[src/rtl/clint_timer.sv]
`default_nettype none
// +--------------------------------------------------------------------------+
// | Module   : clint_timer                                                   |
// | Purpose  : Core-local interruptor holding mtime, mtimecmp and msip,      |
// |            served over a valid/ready request/response bus; drives the    |
// |            registered timer interrupt request (tint).                    |
// | Options  : CLINT_MSIP_EN - implement the msip register at offset 0x0000. |
// | Revision : 1.0 - initial release                                         |
// +--------------------------------------------------------------------------+
module clint_timer #(
  parameter int TICK_DIV = 1,
  parameter int ADDR_W   = 16
) (
  input  logic              clk,
  input  logic              rst,
  input  logic              MIE,
  input  logic              MTIE,
  input  logic              req_valid,
  output logic              req_ready,
  input  logic              req_we,
  input  logic [ADDR_W-1:0] req_addr,
  input  logic [63:0]       req_wdata,
  input  logic [7:0]        req_wstrb,
  output logic              resp_valid,
  input  logic              resp_ready,
  output logic [63:0]       resp_rdata,
  output logic              resp_err,
  output logic              tint,
  output logic              msip_o
);

  localparam logic [ADDR_W-1:0] c_addr_msip  = ADDR_W'(16'h0000);
  localparam logic [ADDR_W-1:0] c_addr_cmp   = ADDR_W'(16'h4000);
  localparam logic [ADDR_W-1:0] c_addr_time  = ADDR_W'(16'hBFF8);
  localparam logic [15:0]       c_presc_last = 16'(TICK_DIV - 1);

  typedef enum logic [0:0] {
    ST_IDLE = 1'b0,
    ST_RESP = 1'b1
  } state_t;

  state_t      r_state;
  state_t      w_state_next;
  logic [63:0] r_mtime;
  logic [63:0] r_mtimecmp;
  logic [15:0] r_presc;
  logic [63:0] r_rdata;
  logic        r_err;
  logic        r_tint;
  logic        w_accept;
  logic        w_aligned;
  logic        w_hit_msip;
  logic        w_hit_cmp;
  logic        w_hit_time;
  logic        w_err;
  logic        w_wr_cmp;
  logic        w_wr_time;
  logic        w_tick;
  logic        w_msip_val;
  logic [63:0] w_mask;
  logic [63:0] w_rdata;

  // Request decode: only three aligned offsets are mapped.
  assign w_accept   = (r_state == ST_IDLE) && req_valid;
  assign w_aligned  = (req_addr[2:0] == 3'b000);
  assign w_hit_msip = w_aligned && (req_addr == c_addr_msip);
  assign w_hit_cmp  = w_aligned && (req_addr == c_addr_cmp);
  assign w_hit_time = w_aligned && (req_addr == c_addr_time);
  assign w_err      = !(w_hit_msip || w_hit_cmp || w_hit_time);
  assign w_wr_cmp   = w_accept && req_we && w_hit_cmp;
  assign w_wr_time  = w_accept && req_we && w_hit_time;
  assign w_tick     = (r_presc == c_presc_last);

  // Expand byte strobes into a bit mask for the 64-bit store data.
  always_comb begin
    w_mask = '0;
    for (int i = 0; i < 8; i++) begin
      w_mask[i*8 +: 8] = {8{req_wstrb[i]}};
    end
  end

  // Load data mux; values are taken before any same-cycle update.
  always_comb begin
    w_rdata = '0;
    if (w_hit_msip) begin
      w_rdata = {63'b0, w_msip_val};
    end else if (w_hit_cmp) begin
      w_rdata = r_mtimecmp;
    end else if (w_hit_time) begin
      w_rdata = r_mtime;
    end
  end

  // Prescaler and mtime; a store to mtime overrides the tick and realigns the prescaler.
  always_ff @(posedge clk) begin
    if (rst) begin
      r_mtime <= '0;
      r_presc <= '0;
    end else if (w_wr_time) begin
      r_mtime <= (r_mtime & ~w_mask) | (req_wdata & w_mask);
      r_presc <= '0;
    end else if (w_tick) begin
      r_mtime <= r_mtime + 64'd1;
      r_presc <= '0;
    end else begin
      r_presc <= r_presc + 16'd1;
    end
  end

  // mtimecmp register with byte-masked stores.
  always_ff @(posedge clk) begin
    if (rst) begin
      r_mtimecmp <= '1;
    end else if (w_wr_cmp) begin
      r_mtimecmp <= (r_mtimecmp & ~w_mask) | (req_wdata & w_mask);
    end
  end

`ifdef CLINT_MSIP_EN
  logic r_msip;

  // Software interrupt pending bit, written through byte lane 0 only.
  always_ff @(posedge clk) begin
    if (rst) begin
      r_msip <= 1'b0;
    end else if (w_accept && req_we && w_hit_msip && req_wstrb[0]) begin
      r_msip <= req_wdata[0];
    end
  end

  assign w_msip_val = r_msip;
`else
  assign w_msip_val = 1'b0;
`endif

  assign msip_o = w_msip_val;

  // Handshake state register.
  always_ff @(posedge clk) begin
    if (rst) begin
      r_state <= ST_IDLE;
    end else begin
      r_state <= w_state_next;
    end
  end

  // Next state and handshake outputs; the response stays up until taken.
  always_comb begin
    w_state_next = r_state;
    req_ready    = 1'b0;
    resp_valid   = 1'b0;
    case (r_state)
      ST_IDLE: begin
        req_ready = 1'b1;
        if (req_valid) begin
          w_state_next = ST_RESP;
        end
      end
      ST_RESP: begin
        resp_valid = 1'b1;
        if (resp_ready) begin
          w_state_next = ST_IDLE;
        end
      end
      default: w_state_next = ST_IDLE;
    endcase
  end

  // Response payload captured at the accept edge and held while in RESP.
  always_ff @(posedge clk) begin
    if (rst) begin
      r_rdata <= '0;
      r_err   <= 1'b0;
    end else if (w_accept) begin
      r_rdata <= (req_we || w_err) ? 64'd0 : w_rdata;
      r_err   <= w_err;
    end
  end

  assign resp_rdata = r_rdata;
  assign resp_err   = r_err;

  // Registered timer interrupt from the current register values.
  always_ff @(posedge clk) begin
    if (rst) begin
      r_tint <= 1'b0;
    end else begin
      r_tint <= MIE && MTIE && (r_mtime >= r_mtimecmp);
    end
  end

  assign tint = r_tint;

endmodule
`default_nettype wire

[config.mk]
export PLATFORM = sky130hd
export DESIGN_NAME = clint_timer
export DESIGN_NICKNAME = d
export VERILOG_FILES = /design/src/rtl/clint_timer.sv
export SDC_FILE = /design/constraint.sdc
export NUM_CORES = 1
export LEC_CHECK = 0
export BUFFER_PORTS_ARGS = -buffer_cell sky130_fd_sc_hd__buf_2
export CAP_MARGIN = 15
export CORE_MARGIN = 1.5
export CORE_UTILIZATION = 45
export CTS_BUF_LIST = sky130_fd_sc_hd__clkbuf_2 sky130_fd_sc_hd__clkbuf_4 sky130_fd_sc_hd__clkbuf_8
export CTS_CLUSTER_DIAMETER = 30
export DETAILED_ROUTE_END_ITERATION = 16
export PLACE_DENSITY_LB_ADDON = 0.08
export SLEW_MARGIN = 0
export SYNTH_ARGS = -nofsm -noshare
export SYNTH_HDL_FRONTEND = slang
export SYNTH_SLANG_ARGS = --single-unit
[constraint.sdc]
create_clock -name clk -period 5.65 [get_ports clk]
set_clock_uncertainty 0.2 [all_clocks]
set_input_delay 1.695 -clock clk [delete_from_list [all_inputs] [get_ports clk]]
set_output_delay 1.695 -clock clk [all_outputs]
set_load 0.01 [all_outputs]
# After elaboration in Yosys (flattened, before gate mapping)
# Index checks and enable logic that the tools add are counted.
# classes
muxes	11
magnitude_cmp	1
add_sub_neg	2
bitwise_logic	7
reduce_logical	18
eq_ne	2
# op_table
op	n
two-way mux 64 bit	6
bitwise AND 64 bit	3
OR 64 bit	2
adder 64 x 1 -> 64 bit, second input constant	1
greater-or-equal comparator 64 bit	1
NOT 64 bit	1
zero test 16 bit	2
adder 16 x 1 -> 16 bit, second input constant	1
== test 16 x 15 -> 1 bit, second input constant	1
== test 16 bit, second input constant	1
logical AND 1 bit	9
two-way mux 1 bit	4
zero test 3 bit	1
logical OR 1 bit	3
OR reduction 3 bit	1
one-hot mux 1 bit (2 select lines)	1
nonzero test 2 bit	1
zero test 1 bit	1
NOT 1 bit	1
# totals
wordCells	48
register_bits	211
input_bits	95
out_inout_bits	69

# Depth between registers and ports, before layout
# Gate-level depths: netlist of run 1.
# depth
word_depth	7
ltp_mapped	10
ltp_nobuf	8

# Least setup slack after synthesis of run 1
# OpenSTA, ideal clock, no wires.
# synth_path
path_type	input -> register
from	input req_addr[1]
to	register (tool-made name)
path_buffers	2
cell_stages	8
slack_ps	1931
setup_time_ps	122
required_time_ps	5328
t_arrival_ps	3397
cell_sequence	or3_1 -> nor3_2 -> buf_2 -> nand3_1 -> clkbuf_1 -> o211ai_1 -> a21boi_0 -> o2bb2a_1
# synth_rtl
element	line_no	rtl
start: declaration	21	input logic [ADDR_W-1:0] req_addr,

==> results of run 1 <==
worst paths after layout:
check | startpoint | end | slack, ns | depth (start not counted)
setup / recovery | req_addr[14] | flop | 1.90 | 8
hold / removal | r_presc[0]$_SDFF_PP0_ | r_presc[0]$_SDFF_PP0_ | 0.26 | 1
setup reg to reg | flop | tint$_SDFF_PP0_ | 2.49 | 8
hold reg to reg | r_presc[0]$_SDFF_PP0_ | r_presc[0]$_SDFF_PP0_ | 0.26 | 1
layer usage:
metal,track usage (%),vias up
met2,42.5,389
met3,5.50,61
met5,0,-
met1,37.7,5350
met4,8.51,2
li1,-,5628
cell usage after synthesis (5+ instances only):
master	count	area share (%)
nor4_1	24	1.3
a311oi_1	7	0.53
xor2_1	10	0.76
and2_1	8	0.44
a21o_1	9	0.59
a211oi_1	19	1.2
nor2_1	143	4.7
nand2_1	146	4.8
clkbuf_1	68	2.2
nand3b_1	5	0.33
a21oi_1	50	2.2
nand2b_1	5	0.27
o21ai_0	50	2.2
mux2_2	9	0.88
and4_1	7	0.53
inv_1	86	2.8
o211ai_1	5	0.33
buf_2	6	0.26
nand4_1	38	2.1
and3_1	23	1.3
a2111oi_0	6	0.46
a22o_1	64	4.9
ha_1	67	7.3
dfxtp_1	211	37
nand3_1	175	7.6
a22oi_1	65	4.3
xnor2_1	12	0.92
a31oi_1	11	0.60
nor3_1	41	1.8
buf_1	9	0.29
metrics by stage:
step / power (µW) / std cells / area, µm²
floorplan: 1590 / 1447 / 11500
global placement: 1670 / 1872 / 12600
detailed placement: 1670 / 1872 / 12600
CTS: 3870 / 1971 / 13800
global route: 3970 / 1971 / 13800
finish: 3840 / 1973 / 13800
critical path, stage by stage:
cell	delay, ns
buf_2	0.11
nand3b_1	0.30
nor4_1	0.47
and2_2	0.70
buf_12	0.29
nand2_1	0.16
o21ai_0	0.13
a211oi_1	0.09
cells by family after synthesis:
| family | count (synthesis) | share of synthesized area, % |
|---|---|---|
| compound gates | 319 | 19.8 |
| xor+xnor | 22 | 1.68 |
| fa+ha+maj | 67 | 7.31 |
| buf+inv | 170 | 5.66 |
| flops | 211 | 36.8 |
| mux | 11 | 1.06 |
| other cells | 1 | 0.0327 |
| simple gates | 646 | 27.7 |
power by group through the flow:
| stage | clock [µW] | sequential, µW | combinational (µW) |
|---|---|---|---|
| after floorplan | 0 | 1530 | 61.0 |
| after global placement | 0 | 1530 | 141 |
| after detailed placement | 0 | 1530 | 140 |
| after CTS | 2240 | 1500 | 140 |
| after global routing | 2320 | 1500 | 153 |
| final | 2210 | 1500 | 141 |
layout make-up:
cell class                      count  area, µm²
Multi-Input combinational cell   1066       6620
Sequential cell                   211       4220
Fill cell                        2475      11300
Antenna cell                        2       5.00
Tap cell                          330        413
Clock buffer                       74        968
Clock inverter                     25        315
Inverter                           86        323
Timing Repair Buffer              179        978
==> out/metrics.yaml, run 1 <==
synthFlopType: "dfxtp_1"
place_hpwl_mm: 25.4
syn_to_final_growth_pct: 20.7
drv_cap: 0
final_cell_mix: "dfxtp_1, nand3_1, buf_2, nand2_1, nor2_1"
avgSynthCellArea_um2: 7.93
hold_ws_ns: 0.263
crit_path_end_kind: "flop"
power.density_nw_per_um2: 278
cp_max_fo: 35
drive_above_1_share_pct: 19.1
min_path_type: "flop to flop"
core-area_um2: 25100
p_comb_share_pct: 3.7
clockBufferDepth: 3
crit_path_start_kind: "input port"
slew_headroom_pct: 40.9
path_class: "input port to flop"
synth_nets: 1609
cts_setup_buffers: 0
ys_types: 63
ir_worst_vdd_mv: 0.173
rsz0062_at_grt: "no"
synth_area_um2: 11500
finalCritPeriodShare_pct: 66.4
portBuffers: 162
clkTransAtPathRegs_ns: 0.05
grt_pass1_wl_mm: 57.8
firstDrtPassIters: 6
worstMarginPinSlew_ns: 0.885
seq_area_frac_synth_pct: 36.8
worstPathRequired_ns: 5.85
routed-via-count: 11400
dr.first_iter.drc_count: 956
fp.dieW_um: 163
antenna_found_initial: 3
initial_core_util_pct: 45.7
clock_latency_ns: 0.57
ant_nets: 0
arrival_ns: 3.95
syn_inst: 1447
p_leak_uw: 0.00646
p_sw_share_pct: 22.9
top_layer: "met5"
pwr-share-clk_pct: 57.4
mostFrequentLayoutCell: "dfxtp_1"
drc: 0
grt_pass1_vias: 10800
outcome: "finished, final reports clean"
async_flop_share_pct: 0
fin_util_pct: 55.1
io_pins: 164
dieHeight_um: 163
synth_edf_count: 0
final_nets: 1760
slew_violations: 0
dp_slack_ns: 1.37
setup_tns_ns: 0
dr_wl_met3_mm: 2.45
ctsResizeCount: 0
wl_met2_mm: 15.9
grt_max_degree: 67
wl_met1_mm: 16.5
globalplace.congestion: 0.902
cts_tree: "yes"
worst_slack_ns: 1.90
finalSetupViolations: 0
row_count: 58
period_minus_slack_ns: 3.75
die-area_um2: 26500
internal-power_uw: 2970
wl_mm: 35.7
fmax_mhz: 267
hold_viol_final: 0
ys_seq_elements: 211
switching_power_uw: 879
cts_hold_repair.buffers: 0
cts_max_level: 2
cts_buffers: 54
viasPerCell: 5.79
clock_tree.root_cell: "clkbuf_8"
overflow: 0
pwr-share-seq_pct: 39.0
yosys_warnings: 0
wl_per_cell_um: 18.1
cts_sinks: 211
grt_usage_pct: 27.2
(Power assumes the default switching activity.)
==> run 2: changes to the inputs <==
==> constraint.sdc (replaced) <==
create_clock -name clk -period 3 [get_ports clk]
set_clock_uncertainty 0.2 [all_clocks]
set_input_delay 0.9 -clock clk [delete_from_list [all_inputs] [get_ports clk]]
set_output_delay 0.9 -clock clk [all_outputs]
set_load 0.01 [all_outputs]
==> out/metrics.yaml, run 2 (same netlist as run 1, synthesis figures left out) <==
outcome: "finished, final reports clean"  # unchanged
ir_worst_vdd_mv: 0.506  # was 0.173 mV
clockBufferDepth: 3  # unchanged
arrival_ns: 2.98  # was 3.95 ns
die-area_um2: 26500  # unchanged
num_antenna_cells: 0  # was 2
grt_usage_pct: 27.6  # was 27.2%
path_class: "flop to flop"  # was input port to flop
period_minus_slack_ns: 2.75
worst_slack_ns: 0.251  # was 1.90 ns
routed-via-count: 11800  # was 11400
finalSetupViolations: 0  # unchanged
drc: 0  # unchanged
worstMarginPinSlew_ns: 0.542  # was 0.885 ns
worstPathRequired_ns: 3.23  # was 5.85 ns
cts_sinks: 211  # unchanged
wl_per_cell_um: 17.6  # was 18.1 µm
final_cell_mix: "dfxtp_1, nand3_1, buf_2, nand2_1, nor2_1"  # unchanged
dr.first_iter.drc_count: 986  # was 956
clock_tree.root_cell: "clkbuf_8"  # unchanged
hp-start: "r_presc[0]$_SDFF_PP0_"  # unchanged
hold_end: "r_presc[0]$_SDFF_PP0_"  # unchanged
power.density_nw_per_um2: 522  # was 278 nW/µm²
p_total_uw: 7690  # was 3840 µW
stdcell_count: 2054  # was 1973
crit_path_end_kind: "flop"  # unchanged
crit_path_start_kind: "flop"  # was input port
reg2reg_from: "r_presc[0]$_SDFF_PP0_"
clkTransAtPathRegs_ns: 0.05  # about the same
overflow: 0  # unchanged
dp_slack_ns: -0.233  # was 1.37 ns
post_dp_cell_area_um2: 13300  # was 12600 µm²
row_count: 58  # unchanged
setup_tns_ns: 0  # unchanged
ctsResizeCount: 0  # unchanged
portBuffers: 162  # unchanged
core-area_um2: 25100  # unchanged
io_pins: 164  # unchanged
drv_cap: 0  # unchanged
rr_worst_depth: 9  # was 8
place_hpwl_mm: 26.5  # was 25.4 mm
min_path_cells: 1  # unchanged
cts_hold_repair.buffers: 0  # unchanged
place_inst: 1958  # was 1872
initial_core_util_pct: 45.7  # unchanged
mostFrequentLayoutCell: "dfxtp_1"  # unchanged
rsz0062_at_grt: "no"  # unchanged
final_area_um2: 14700  # was 13800 µm²
finalCritPeriodShare_pct: 91.6
syn_to_final_growth_pct: 28.3  # was 20.7%
grt_max_degree: 104  # was 67
cts_setup_buffers: 0  # unchanged
final_nets: 1846  # was 1760
regToRegSetupSlack_ns: 0.25  # was 2.49 ns
hold_viol_final: 0  # unchanged
viasPerCell: 5.75  # was 5.79
slew_headroom_pct: 63.3  # was 40.9%
dieHeight_um: 163  # unchanged
cts_max_level: 2  # unchanged
fmax_mhz: 364
cp_max_fo: 11  # was 35
fp.dieW_um: 163  # unchanged
wl_mm: 36.2  # was 35.7 mm
grt_pass1_vias: 11200  # was 10800
slew_violations: 0  # unchanged
antenna_found_initial: 0  # was 3
p_leak_uw: 0.00699  # was 0.00646 µW
firstDrtPassIters: 5  # was 6
ant_nets: 0  # unchanged
drive_above_1_share_pct: 23.0  # was 19.1%
grt_pass1_wl_mm: 58.6  # was 57.8 mm
cts_tree: "yes"  # unchanged
globalplace.congestion: 0.921  # was 0.902
min_path_type: "flop to flop"  # unchanged
cts_buffers: 54  # unchanged
clock_latency_ns: 0.59  # was 0.57 ns
-- run 2: cell types whose count changed in the layout (fill, tap and decap cells not counted) --
| cell | change |
|---|---|
| buf_4 | +76 |
| bufinv_16 | +6 |
| clkbuf_8 | -2 |
| clkinvlp_4 | -2 |
| clkinv_2 | -3 |
| buf_12 | +10 |
| diode_2 | -2 |
| clkbuf_4 | -2 |
-- run 2: area by class of cell --
cell class | count | area (µm²)
Sequential cell | 211 | 4220
Tap cell | 330 | 413
Fill cell | 2455 | 10400
Clock buffer | 70 | 926
Multi-Input combinational cell | 1066 | 6620
Inverter | 86 | 323
Timing Repair Buffer | 265 | 1750
Clock inverter | 26 | 465
-- run 2: worst max path at each step --
| stage | startpoint | end | cells past startpoint |
|---|---|---|---|
| final | r_presc[0]$_SDFF_PP0_ | flop | 9 |
| after global placement | req_addr[1] | flop | 9 |
| after global routing | r_presc[0]$_SDFF_PP0_ | flop | 9 |
| after floorplan | req_addr[1] | flop | 8 |
| after CTS | r_presc[0]$_SDFF_PP0_ | flop | 9 |
| after detailed placement | req_addr[1] | flop | 9 |
-- run 2: worst max-delay path, cell delays in order (launching register included) --
cell       delay (ns)
dfxtp_1          0.33
inv_1            0.06
ha_1             0.14
nor4b_2          0.23
nand4_2          0.22
a21o_1           0.25
buf_12           0.15
nor3_2           0.44
a211oi_1         0.14
a2111oi_0        0.44
-- run 2: report_power, final --
group,leakage (µW),internal [µW],total [µW],switching (µW)
combinational,0.00458,86.3,276,190
clock,0.000707,3130,4590,1460
sequential,0.00170,2810,2820,6.85
total,0.00699,6020,7690,1660
-- run 2: through the flow --
stage / utilization (%) / hold slack [ns]
2_1_floorplan: - / 0.226
3_3_place_gp: 53.1 / 0.237
3_5_place_dp: 53.1 / 0.252
4_1_cts: 58.6 / 0.267
5_1_grt: 58.6 / 0.292
6_report: 58.6 / 0.262
-- run 2: layer usage --
metal  wire length [µm]  up-vias  track usage (%)
met5                  0        -                0
met4                816        0             8.80
met3               2330       60             4.51
met2              16400      392             44.9
met1              16600     5569             37.2
li1                   -     5795                -
